**config.mk**
```make
export PLATFORM = sky130hd
export DESIGN_NAME = compare_search_ctrl
export DESIGN_NICKNAME = d
export VERILOG_FILES = /design/src/rtl/compare_search_ctrl.sv
export SDC_FILE = /design/constraint.sdc
export NUM_CORES = 1
export LEC_CHECK = 0
export CORE_MARGIN = 5
export CORE_UTILIZATION = 35
export CTS_BUF_LIST = sky130_fd_sc_hd__clkbuf_8
export DETAILED_ROUTE_END_ITERATION = 8
export GPL_TIMING_DRIVEN = 0
export PLACE_DENSITY = 0.59
export SLEW_MARGIN = 20
export SYNTH_ARGS = -nofsm -noshare
export SYNTH_HDL_FRONTEND = slang
export SYNTH_SLANG_ARGS = --single-unit
```
**constraint.sdc**
```tcl
create_clock -name iClk -period 5.45 [get_ports iClk]
set_input_delay 1.09 -clock iClk [delete_from_list [all_inputs] [get_ports iClk]]
set_output_delay 1.09 -clock iClk [all_outputs]
set_load 0.05 [all_outputs]
```
**src/rtl/compare_search_ctrl.sv**
```systemverilog
// Binary-search initiator: probes an external magnitude comparator to locate an unknown target.
// Latency: one clock per probe when iCmpValid is tied high; new probe appears the cycle after a consumed result.
// Backpressure: oProbe is held stable until iCmpValid; optional abort via SEARCH_TIMEOUT_EN (wait counter, TIMEOUT cycles).
module compare_search_ctrl #(
    parameter int WIDTH   = 8,
    parameter int TIMEOUT = 16
) (
    input  logic                          iClk,
    input  logic                          iRst,
    input  logic                          iStart,
    output logic [WIDTH-1:0]              oProbe,
    output logic                          oProbeValid,
    input  logic [2:0]                    iCmp,
    input  logic                          iCmpValid,
    output logic                          oBusy,
    output logic                          oDone,
    output logic                          oFound,
    output logic                          oErr,
    output logic [WIDTH-1:0]              oResult,
    output logic [$clog2(WIDTH+2)-1:0]    oIters
);

    localparam int ITER_W = $clog2(WIDTH + 2);

    localparam logic [2:0] CMP_GT = 3'b100;   // probe > target
    localparam logic [2:0] CMP_LT = 3'b010;   // probe < target
    localparam logic [2:0] CMP_EQ = 3'b001;   // probe == target

    typedef enum logic [1:0] {
        ST_IDLE  = 2'd0,
        ST_PROBE = 2'd1,
        ST_DONE  = 2'd2
    } state_t;

    state_t              state_q,  state_d;
    logic [WIDTH-1:0]    lo_q,     lo_d;
    logic [WIDTH-1:0]    hi_q,     hi_d;
    logic [WIDTH-1:0]    probe_q,  probe_d;
    logic                pvld_q,   pvld_d;
    logic                busy_q,   busy_d;
    logic                done_q,   done_d;
    logic                found_q,  found_d;
    logic                err_q,    err_d;
    logic [WIDTH-1:0]    result_q, result_d;
    logic [ITER_W-1:0]   iters_q,  iters_d;

`ifdef SEARCH_TIMEOUT_EN
    localparam int WAIT_W = $clog2(TIMEOUT + 1);
    logic [WAIT_W-1:0]   wait_q,   wait_d;
`else
    // TIMEOUT only matters when the wait counter is built in.
    logic unused_timeout;
    assign unused_timeout = (TIMEOUT != 0);
`endif

    // Midpoint of [lo, hi]; the sum is formed one bit wider, and since hi >= lo it always fits back in WIDTH.
    function automatic logic [WIDTH-1:0] mid_of(input logic [WIDTH-1:0] lo, input logic [WIDTH-1:0] hi);
        mid_of = WIDTH'({1'b0, lo} + (({1'b0, hi} - {1'b0, lo}) >> 1));
    endfunction

    // Next-state and registered-output logic for the search FSM.
    always_comb begin
        state_d  = state_q;
        lo_d     = lo_q;
        hi_d     = hi_q;
        probe_d  = probe_q;
        pvld_d   = pvld_q;
        busy_d   = busy_q;
        done_d   = 1'b0;
        found_d  = found_q;
        err_d    = err_q;
        result_d = result_q;
        iters_d  = iters_q;
`ifdef SEARCH_TIMEOUT_EN
        wait_d   = wait_q;
`endif

        case (state_q)
            ST_IDLE: begin
                pvld_d = 1'b0;
                busy_d = 1'b0;
                if (iStart) begin
                    lo_d     = '0;
                    hi_d     = '1;
                    probe_d  = mid_of('0, '1);
                    pvld_d   = 1'b1;
                    busy_d   = 1'b1;
                    iters_d  = '0;
                    found_d  = 1'b0;
                    err_d    = 1'b0;
                    result_d = '0;
`ifdef SEARCH_TIMEOUT_EN
                    wait_d   = '0;
`endif
                    state_d  = ST_PROBE;
                end
            end

            ST_PROBE: begin
                if (iCmpValid) begin
                    iters_d = iters_q + ITER_W'(1);
`ifdef SEARCH_TIMEOUT_EN
                    wait_d  = '0;
`endif
                    case (iCmp)
                        CMP_EQ: begin
                            found_d  = 1'b1;
                            result_d = probe_q;
                            state_d  = ST_DONE;
                        end
                        CMP_GT: begin
                            // Range exhausted on the low side: mid-1 would underflow lo.
                            if (probe_q == lo_q) begin
                                state_d = ST_DONE;
                            end else begin
                                hi_d    = probe_q - WIDTH'(1);
                                probe_d = mid_of(lo_q, probe_q - WIDTH'(1));
                            end
                        end
                        CMP_LT: begin
                            // Range exhausted on the high side: mid+1 would overflow hi.
                            if (probe_q == hi_q) begin
                                state_d = ST_DONE;
                            end else begin
                                lo_d    = probe_q + WIDTH'(1);
                                probe_d = mid_of(probe_q + WIDTH'(1), hi_q);
                            end
                        end
                        default: begin
                            err_d   = 1'b1;
                            state_d = ST_DONE;
                        end
                    endcase
                end
`ifdef SEARCH_TIMEOUT_EN
                else begin
                    wait_d = wait_q + WAIT_W'(1);
                    // Last tolerated idle cycle: give up on the responder.
                    if (wait_q == WAIT_W'(TIMEOUT - 1)) begin
                        err_d   = 1'b1;
                        found_d = 1'b0;
                        state_d = ST_DONE;
                    end
                end
`endif
                if (state_d == ST_DONE) begin
                    pvld_d = 1'b0;
                    busy_d = 1'b0;
                    done_d = 1'b1;
                end
            end

            ST_DONE: begin
                pvld_d  = 1'b0;
                busy_d  = 1'b0;
                state_d = ST_IDLE;
            end

            default: begin
                pvld_d  = 1'b0;
                busy_d  = 1'b0;
                state_d = ST_IDLE;
            end
        endcase
    end

    // State and output registers; reset aborts any search in progress.
    always_ff @(posedge iClk or posedge iRst) begin
        if (iRst) begin
            state_q  <= ST_IDLE;
            lo_q     <= '0;
            hi_q     <= '1;
            probe_q  <= '0;
            pvld_q   <= 1'b0;
            busy_q   <= 1'b0;
            done_q   <= 1'b0;
            found_q  <= 1'b0;
            err_q    <= 1'b0;
            result_q <= '0;
            iters_q  <= '0;
`ifdef SEARCH_TIMEOUT_EN
            wait_q   <= '0;
`endif
        end else begin
            state_q  <= state_d;
            lo_q     <= lo_d;
            hi_q     <= hi_d;
            probe_q  <= probe_d;
            pvld_q   <= pvld_d;
            busy_q   <= busy_d;
            done_q   <= done_d;
            found_q  <= found_d;
            err_q    <= err_d;
            result_q <= result_d;
            iters_q  <= iters_d;
`ifdef SEARCH_TIMEOUT_EN
            wait_q   <= wait_d;
`endif
        end
    end

    assign oProbe      = probe_q;
    assign oProbeValid = pvld_q;
    assign oBusy       = busy_q;
    assign oDone       = done_q;
    assign oFound      = found_q;
    assign oErr        = err_q;
    assign oResult     = result_q;
    assign oIters      = iters_q;

endmodule

```
* Yosys cells after proc, flatten, opt, wreduce, memory -nomap -nowiden *
Index checks and enable logic that the tools add are counted.

word-level totals
  flip-flop bits (word level) = 42
  bits of input ports = 7
  logic and storage cells = 86

cells by class
  add/sub/neg operators = 7
  equal/unequal tests = 19
  mux-type cells = 41
  reduce and logical (&&, ||, !) cells = 9

operator list
  kind                                                    number
  two-way mux 8 bit                                       14
  case mux 8 bit (2 select lines)                         5
  subtractor 8 x 8 -> 9 bit                               2
  adder 8 bit                                             2
  == test 8 bit                                           2
  inequality test 2 bit (second input constant)           6
  two-way mux 2 bit                                       5
  AND reduction 5 bit                                     2
  two-way mux 1 bit                                       9
  adder 8 x 1 -> 8 bit (second input constant)            1
  two-way mux 4 bit                                       2
  case mux 2 bit (2 select lines)                         2
  case mux 4 bit (2 select lines)                         1
  AND reduction 4 bit                                     2
  subtractor 8 x 1 -> 8 bit (second input constant)       1
  inequality test 2 x 1 -> 1 bit (second input constant)  3
  inequality test 3 bit (second input constant)           2
  case mux 1 bit (2 select lines)                         3
  AND reduction 6 bit                                     1
  adder 4 x 1 -> 4 bit (second input constant)            1
  == test 3 x 1 -> 1 bit (second input constant)          1
  == test 3 x 2 -> 1 bit (second input constant)          1
  == test 3 bit (second input constant)                   1
  inequality test 3 x 1 -> 1 bit (second input constant)  1
  6 further kinds                                         6

* Logic depth before layout (Yosys ltp) *
Gate-level depths: netlist of the first run.

  depth in word-level cells = 8
  mapped depth = 20
  depth with buffers taken out = 19

* Worst setup path before layout of the first run *
OpenSTA, ideal clock, no wires.

  path type = register to register
  from = register probe_q[0], in the netlist oProbe[0]
  to = register probe_q[7], in the netlist oProbe[7]
  library setup time = 0.069 ns
  arrival time = 4.526 ns
  path slack = 0.854 ns
  cell stages (with the launch flop) = 20
  period minus slack after synthesis = 4.596 ns
  cells stage by stage = dfrtp_1 -> buf_4 -> inv_1 -> ha_1 -> inv_1 -> ha_1 -> nor2b_1 -> o21ai_0 -> nand2_1 -> maj3_1 -> a21o_1 -> maj3_1 -> a21oi_1 -> xnor2_1 -> ha_1 -> a21o_1 -> or2_2 -> mux2_4 -> a211oi_2 -> nand3b_1

between the ends
  word-level cells in the longest chain between the ends = 7

ends and longest elaborated chain
  item                                                                      line      RTL
  from (decl)                                                               38        logic [WIDTH-1:0] probe_q, probe_d;
  from (signal assigned)                                                    188       probe_q <= probe_d;
  adder 8 x 1 -> 8 bit / subtractor 8 x 1 -> 8 bit (equally long branches)  126, 117
  subtractor 8 x 8 -> 9 bit                                                 58        mid_of = WIDTH'({1'b0, lo} + (({1'b0, hi} - {1'b0, lo}) >> 1));
  adder 8 bit                                                               58
  two-way mux 8 bit, on equally long branches                               122, 113
  case mux 8 bit (2 select lines)                                           105       case (iCmp)
  two-way mux 8 bit                                                         100       if (iCmpValid) begin
  case mux 8 bit (2 select lines)                                           78        case (state_q)

Several ways; a longest one is shown, not always the timed one. The select of a mux whose other input is x is not followed.
A chain may end at the register's enable or synchronous reset.

* Final worst setup path of the first run *
Ends and elaborated chain as after synthesis.

==> results of run 1 <==
[kinds of logic after synthesis]
group / count (synthesis) / synth area share [%]
AND/OR/NAND/NOR: 118 / 16.68
AO/OA/AOI/OAI: 102 / 18.22
XOR/XNOR: 52 / 13.22
buffers and inverters: 50 / 6.324
flip-flops: 42 / 30.30
adder cells (fa/ha/maj): 38 / 14.26
multiplexers: 3 / 1.000
[final timing paths]
kind	end	from	slack, ns	cells past startpoint
setup / recovery	oProbe[7]	oProbe[0]	0.67	19
hold / removal	oResult[0]	oResult[0]	0.48	2
setup reg to reg	oProbe[7]	oProbe[0]	0.67	19
hold reg to reg	oResult[0]	oResult[0]	0.48	2
max in group asynchronous	hi_q[1]	iRst	3.82	3
min in group asynchronous	oResult[7]	iRst	1.09	2
[synthesized netlist by cell type, types with 7 or more instances]
| cell type | count | area share [%] |
|---|---|---|
| inv_1 | 31 | 3.3 |
| nand2_1 | 26 | 2.8 |
| ha_1 | 31 | 11 |
| a21o_1 | 12 | 2.6 |
| dfrtp_1 | 34 | 24 |
| dfstp_2 | 8 | 6.0 |
| a21oi_1 | 32 | 4.6 |
| nor2_1 | 42 | 4.5 |
| xnor2_1 | 31 | 7.8 |
| xor2_1 | 20 | 5.0 |
| nor2b_1 | 7 | 1.3 |
| o21ai_0 | 23 | 3.3 |
| clkbuf_1 | 11 | 1.2 |
| a22o_1 | 7 | 1.8 |
[final cells by class]
class	count	area, µm²	area share (%)
Tap cell	133	166.4	4.080
Buffer	19	105.1	2.577
Timing Repair Buffer	32	330.3	8.098
Sequential cell	42	1061	26.01
Clock buffer	5	68.82	1.687
Multi-Input combinational cell	313	2220	54.42
Clock inverter	3	11.26	0.2761
Inverter	31	116.4	2.853
[critical path: stages, from the launching register on]
cell	delay (ns)
dfrtp_1	0.43
buf_4	0.21
inv_1	0.14
ha_1	0.46
inv_1	0.18
ha_1	0.29
nor2b_1	0.12
o21ai_0	0.17
nand2_1	0.12
maj3_1	0.38
a21o_1	0.21
maj3_1	0.36
a21oi_1	0.18
xnor2_1	0.14
ha_1	0.29
a21o_1	0.18
or2_2	0.28
mux2_4	0.27
a211oi_2	0.17
nand3b_1	0.13
[registers in the layout (all words and copies together), names as in the netlist]
| name | flops |
|---|---|
| hi_q | 8 |
| lo_q | 8 |
| oProbe | 8 |
| oResult | 8 |
| oIters | 4 |
| state_q | 2 |
| oBusy | 1 |
| oDone | 1 |
| oErr | 1 |
| oFound | 1 |
[cells in the final DEF (no fill, tap or decap), types with 4 or more instances in the layout]
cell type | synthesis | layout
a21o_1 | 12 | 12
a21oi_1 | 32 | 32
a22o_1 | 7 | 7
a31oi_1 | 5 | 5
clkbuf_1 | 11 | 11
clkbuf_8 | 0 | 5
clkdlybuf4s50_1 | 0 | 31
dfrtp_1 | 34 | 34
dfstp_2 | 8 | 8
fa_1 | 4 | 4
ha_1 | 31 | 31
inv_1 | 31 | 33
nand2_1 | 26 | 26
nand2b_1 | 6 | 6
nand3_1 | 5 | 5
nand4_1 | 4 | 4
nor2_1 | 42 | 42
nor2b_1 | 7 | 7
nor3_1 | 5 | 5
o21ai_0 | 23 | 23
or4_1 | 4 | 4
xnor2_1 | 31 | 31
xor2_1 | 20 | 20
[layer usage]
metal / up-vias / wire (µm) / global-route usage (%)
met5: - / 0 / 0
met4: 0 / 139 / 4.363
met3: 9 / 343 / 2.271
met2: 50 / 4189 / 26.73
met1: 1395 / 4033 / 19.21
li1: 1467 / - / -
[stage by stage]
stage          instance area (µm²)  instances  setup slack, ns  util, %  hold slack (ns)
6_report                      4079        578           0.6654    41.73           0.4805
4_1_cts                       4079        578           0.6559    41.73           0.4878
3_5_place_dp                  3999        570           0.6928    40.91           0.4698
5_1_grt                       4079        578           0.4008    41.73           0.5159
2_1_floorplan                 3502        405           0.8544        -           0.4814
3_3_place_gp                  3979        569           0.7310    40.71           0.4584
==> flow_metrics.env, run 1 <==
export IMPL_cts_root_buf="clkbuf_8"
export IMPL_track_usage_pct=15.19
export IMPL_cts_setup_buffers=0
export IMPL_fin_crit_ns=4.785
export IMPL_fp_dieH_um=110.0
export IMPL_critPathLaunchType="flip-flop"
export IMPL_slew_headroom_pct=46.57
export IMPL_num_antenna_cells=0
export IMPL_die_w_um=110.0
export IMPL_synth_sequential_area_ratio_pct=30.30
export IMPL_path_max_fanout=10
export IMPL_synth_seq_cells=42
export IMPL_ant_nets=0
export IMPL_cts_resized=0
export IMPL_cap_violations=0
export IMPL_cts_tree="built"
export IMPL_grt_overflow=0
export IMPL_post_drt_via_cell_ratio=5.054
export IMPL_slew_viol_final=0
export IMPL_cts_hold_buf=0
export IMPL_grt_pass1_vias=2911
export IMPL_grt_pass1_wl_um=14240
export IMPL_ctsLongestPathBuffers=2
export IMPL_syn_num_nets=447
export IMPL_cts_sinks=42
export IMPL_worst_ep_arrival_time_ns=5.01
export IMPL_ys_types=55
export IMPL_synthFlopType="dfrtp_1"
export IMPL_status="finished, final reports clean"
export IMPL_gp_congestion=0.8056
export IMPL_io_pins=32
export IMPL_final_layout_size_suffix_gt1_share_pct=6.966
export IMPL_syn_inst=405
export IMPL_fill_cells=1017
export IMPL_syn_area_um2=3502
export IMPL_end_kind="flip-flop"
export IMPL_vias=2921
export IMPL_setup_viol=0
export IMPL_yosys_warnings=0
export IMPL_crit_type="flip-flop to flip-flop"
export IMPL_worst_pin_slew_ns=0.7998
export IMPL_grt_max_degree=28
export IMPL_fmax_mhz=209.0
export IMPL_fp_row_count=36
export IMPL_ys_async_sr_fraction_pct=100.0
export IMPL_area_growth_pct=16.47
export IMPL_insertion_delay_ns=0.29
export IMPL_die_area_um2=12110
export IMPL_routed_wl_um=8706
export IMPL_antenna_found_initial=0
export IMPL_fin_nets=486
export IMPL_cp_required_ns=5.68
export IMPL_synth_edf_count=0
export IMPL_initial_utilization_pct=35.83
export IMPL_rsz0062_at_grt="false"
export IMPL_synth_avg_cell_area_um2=8.647
export IMPL_firstDrtPassIters=4
export IMPL_detail_route_wl_per_cell_um=15.06
export IMPL_drtIter0Drc=106
export IMPL_finalHoldViolCount=0
export IMPL_coreArea_um2=9774
export IMPL_numCtsBuffers=5
export IMPL_hp_class="flip-flop to flip-flop"
export IMPL_cts_max_level=2
export IMPL_dp_hpwl_um=7018
export IMPL_route_detailed_drc=0
export IMPL_fin_crit_sh_pct=87.79
export IMPL_fin_skew_ns=0.01002
export IMPL_clkTransAtPathRegs_ns=0.08
export IMPL_io_buffers=31
export IMPL_finalSetupTns_ns=0
Power of run 1 is not shown: default switching activity piles up to over one toggle a cycle in this logic, so the estimate is an artifact.
==> inputs of run 2 (changes only) <==
CORE_MARGIN = unset   (was 5)
==> run 2 against run 1 <==
Effect of this change: routed wire length shrank 3.0%; core utilization grew 0.22 points; fmax grew 0.44%.
==> flow_metrics.env, run 2 (synthesis gave the netlist of run 1 again) <==
export IMPL_vias=2943
export IMPL_whs_path_depth=1
export IMPL_area_growth_pct=16.54
export IMPL_slew_viol_final=0
export IMPL_track_usage_pct=17.45
export IMPL_grt_overflow=0
export IMPL_clkTransAtPathRegs_ns=0.09
export IMPL_fin_skew_ns=0.01328
export IMPL_reg2reg_to="oProbe[7]"
export IMPL_num_antenna_cells=0
export IMPL_critPathLaunchType="flip-flop"
export IMPL_rsz0062_at_grt="false"
export IMPL_cts_tree="built"
export IMPL_fp_row_count=36
export IMPL_final_layout_size_suffix_gt1_share_pct=7.416
export IMPL_io_pins=32
export IMPL_fmax_mhz=209.9
export IMPL_path_max_fanout=10
export IMPL_holdPathEnd="oFound"
export IMPL_final_common_cell="nor2_1"
export IMPL_ctsLongestPathBuffers=2
export IMPL_grt_pass1_wl_um=13930
export IMPL_gp_congestion=0.8398
export IMPL_cts_setup_buffers=0
export IMPL_cap_violations=0
export IMPL_cp_required_ns=5.68
export IMPL_antenna_found_initial=0
export IMPL_cts_max_level=2
export IMPL_detail_route_wl_per_cell_um=14.61
export IMPL_finalWorstSetupSlack_ns=0.6862
export IMPL_slew_headroom_pct=50.19
export IMPL_r2r_setup_slack_ns=0.69
export IMPL_worst_pin_slew_ns=0.7456
export IMPL_cts_sinks=42
export IMPL_route_detailed_drc=0
export IMPL_cts_root_buf="clkbuf_8"
export IMPL_die_area_um2=10410
export IMPL_min_delay_start="oFound"
export IMPL_post_place_ws_ns=0.7214
export IMPL_drtIter0Drc=166
export IMPL_crit_type="flip-flop to flip-flop"
export IMPL_final_cell_mix="nor2_1 (42), dfrtp_1 (34), a21oi_1 (32)"
export IMPL_insertion_delay_ns=0.30
export IMPL_rr_worst_depth=19
export IMPL_die_w_um=102.0
export IMPL_numCtsBuffers=5
export IMPL_post_drt_via_cell_ratio=5.092
export IMPL_fin_crit_ns=4.764
export IMPL_initial_utilization_pct=36.00
export IMPL_fin_nets=486
export IMPL_fp_dieH_um=102.0
export IMPL_routed_wl_um=8443
export IMPL_r2r_start="oProbe[0]"
export IMPL_finalSetupTns_ns=0
export IMPL_crit_chain="buf_4 > inv_1 > ha_1 > inv_1 > ha_1 > nor2b_1 > o21ai_0 > nand2_1 > maj3_1 > a21o_1 > maj3_1 > a21oi_1 > xnor2_1 > ha_1 > a21o_1 > or2_2 > mux2_4 > a211oi_2 > nand3b_1"
export IMPL_finalHoldViolCount=0
export IMPL_ant_nets=0
export IMPL_critPathMostFrequentCell="ha_1"
export IMPL_grt_pass1_vias=2867
export IMPL_coreArea_um2=9729
export IMPL_cts_resized=0
export IMPL_setup_viol=0
export IMPL_firstDrtPassIters=4
export IMPL_cts_hold_buf=0
export IMPL_worst_ep_arrival_time_ns=5.00
export IMPL_hp_class="flip-flop to flip-flop"
export IMPL_slowest_delay_ns=0.47
export IMPL_status="finished, final reports clean"
export IMPL_fin_crit_sh_pct=87.41
export IMPL_grt_max_degree=24
export IMPL_end_kind="flip-flop"
export IMPL_io_buffers=31
export IMPL_dp_hpwl_um=6808
export IMPL_critPathSlowestCell="ha_1"
==> run 2: how the worst max path moves through the flow <==
stage,end,slack (ns),start,depth (start not counted)
global placement,oProbe[7],0.77,oProbe[0],19
finish,oProbe[7],0.69,oProbe[0],19
CTS,oProbe[7],0.68,oProbe[0],19
global route,oProbe[7],0.39,oProbe[0],20
detailed placement,oProbe[7],0.72,oProbe[0],19
floorplan,oProbe[7],0.85,oProbe[0],19
==> run 2: stage by stage <==
stage               cells  utilization, %  hold slack (ns)  area (µm²)
global route          578           41.95           0.5082        4081
global placement      569           40.90           0.4621        3979
finish                578           41.95           0.4817        4081
CTS                   578           41.95           0.4881        4081
floorplan             405               -           0.4814        3502
detailed placement    570           41.10           0.4699        3999
==> run 2: layout make-up <==
| class | instances | area, µm² |
|---|---|---|
| well taps | 133 | 166.4 |
| flip-flops and latches | 42 | 1061 |
| plain buffers | 19 | 105.1 |
| fillers | 972 | 5648 |
| inverters | 31 | 116.4 |
| repair buffers | 32 | 330.3 |
| clock inverters | 3 | 13.76 |
| clock buffers | 5 | 68.82 |
| multi-input cells | 313 | 2220 |
==> run 2: critical path: cells and delay by family, from the launching register on <==
family / cells / cell delay [ns]
adders and majority gates: 5 / 1.79
muxes: 1 / 0.27
xor gates and xnor gates: 1 / 0.15
AOI/OAI and AO/OA: 5 / 0.91
buffers and inverters: 3 / 0.52
DFF: 1 / 0.41
and+or+nand+nor: 4 / 0.64
==> run 2: per-layer routing <==
metal / routed length, µm / global-route usage (%)
met2: 3992 / 30.10
met3: 370 / 1.984
met1: 3907 / 22.55
met4: 172 / 6.154
met5: 0 / 0
Power of run 2 is left out for the same reason.
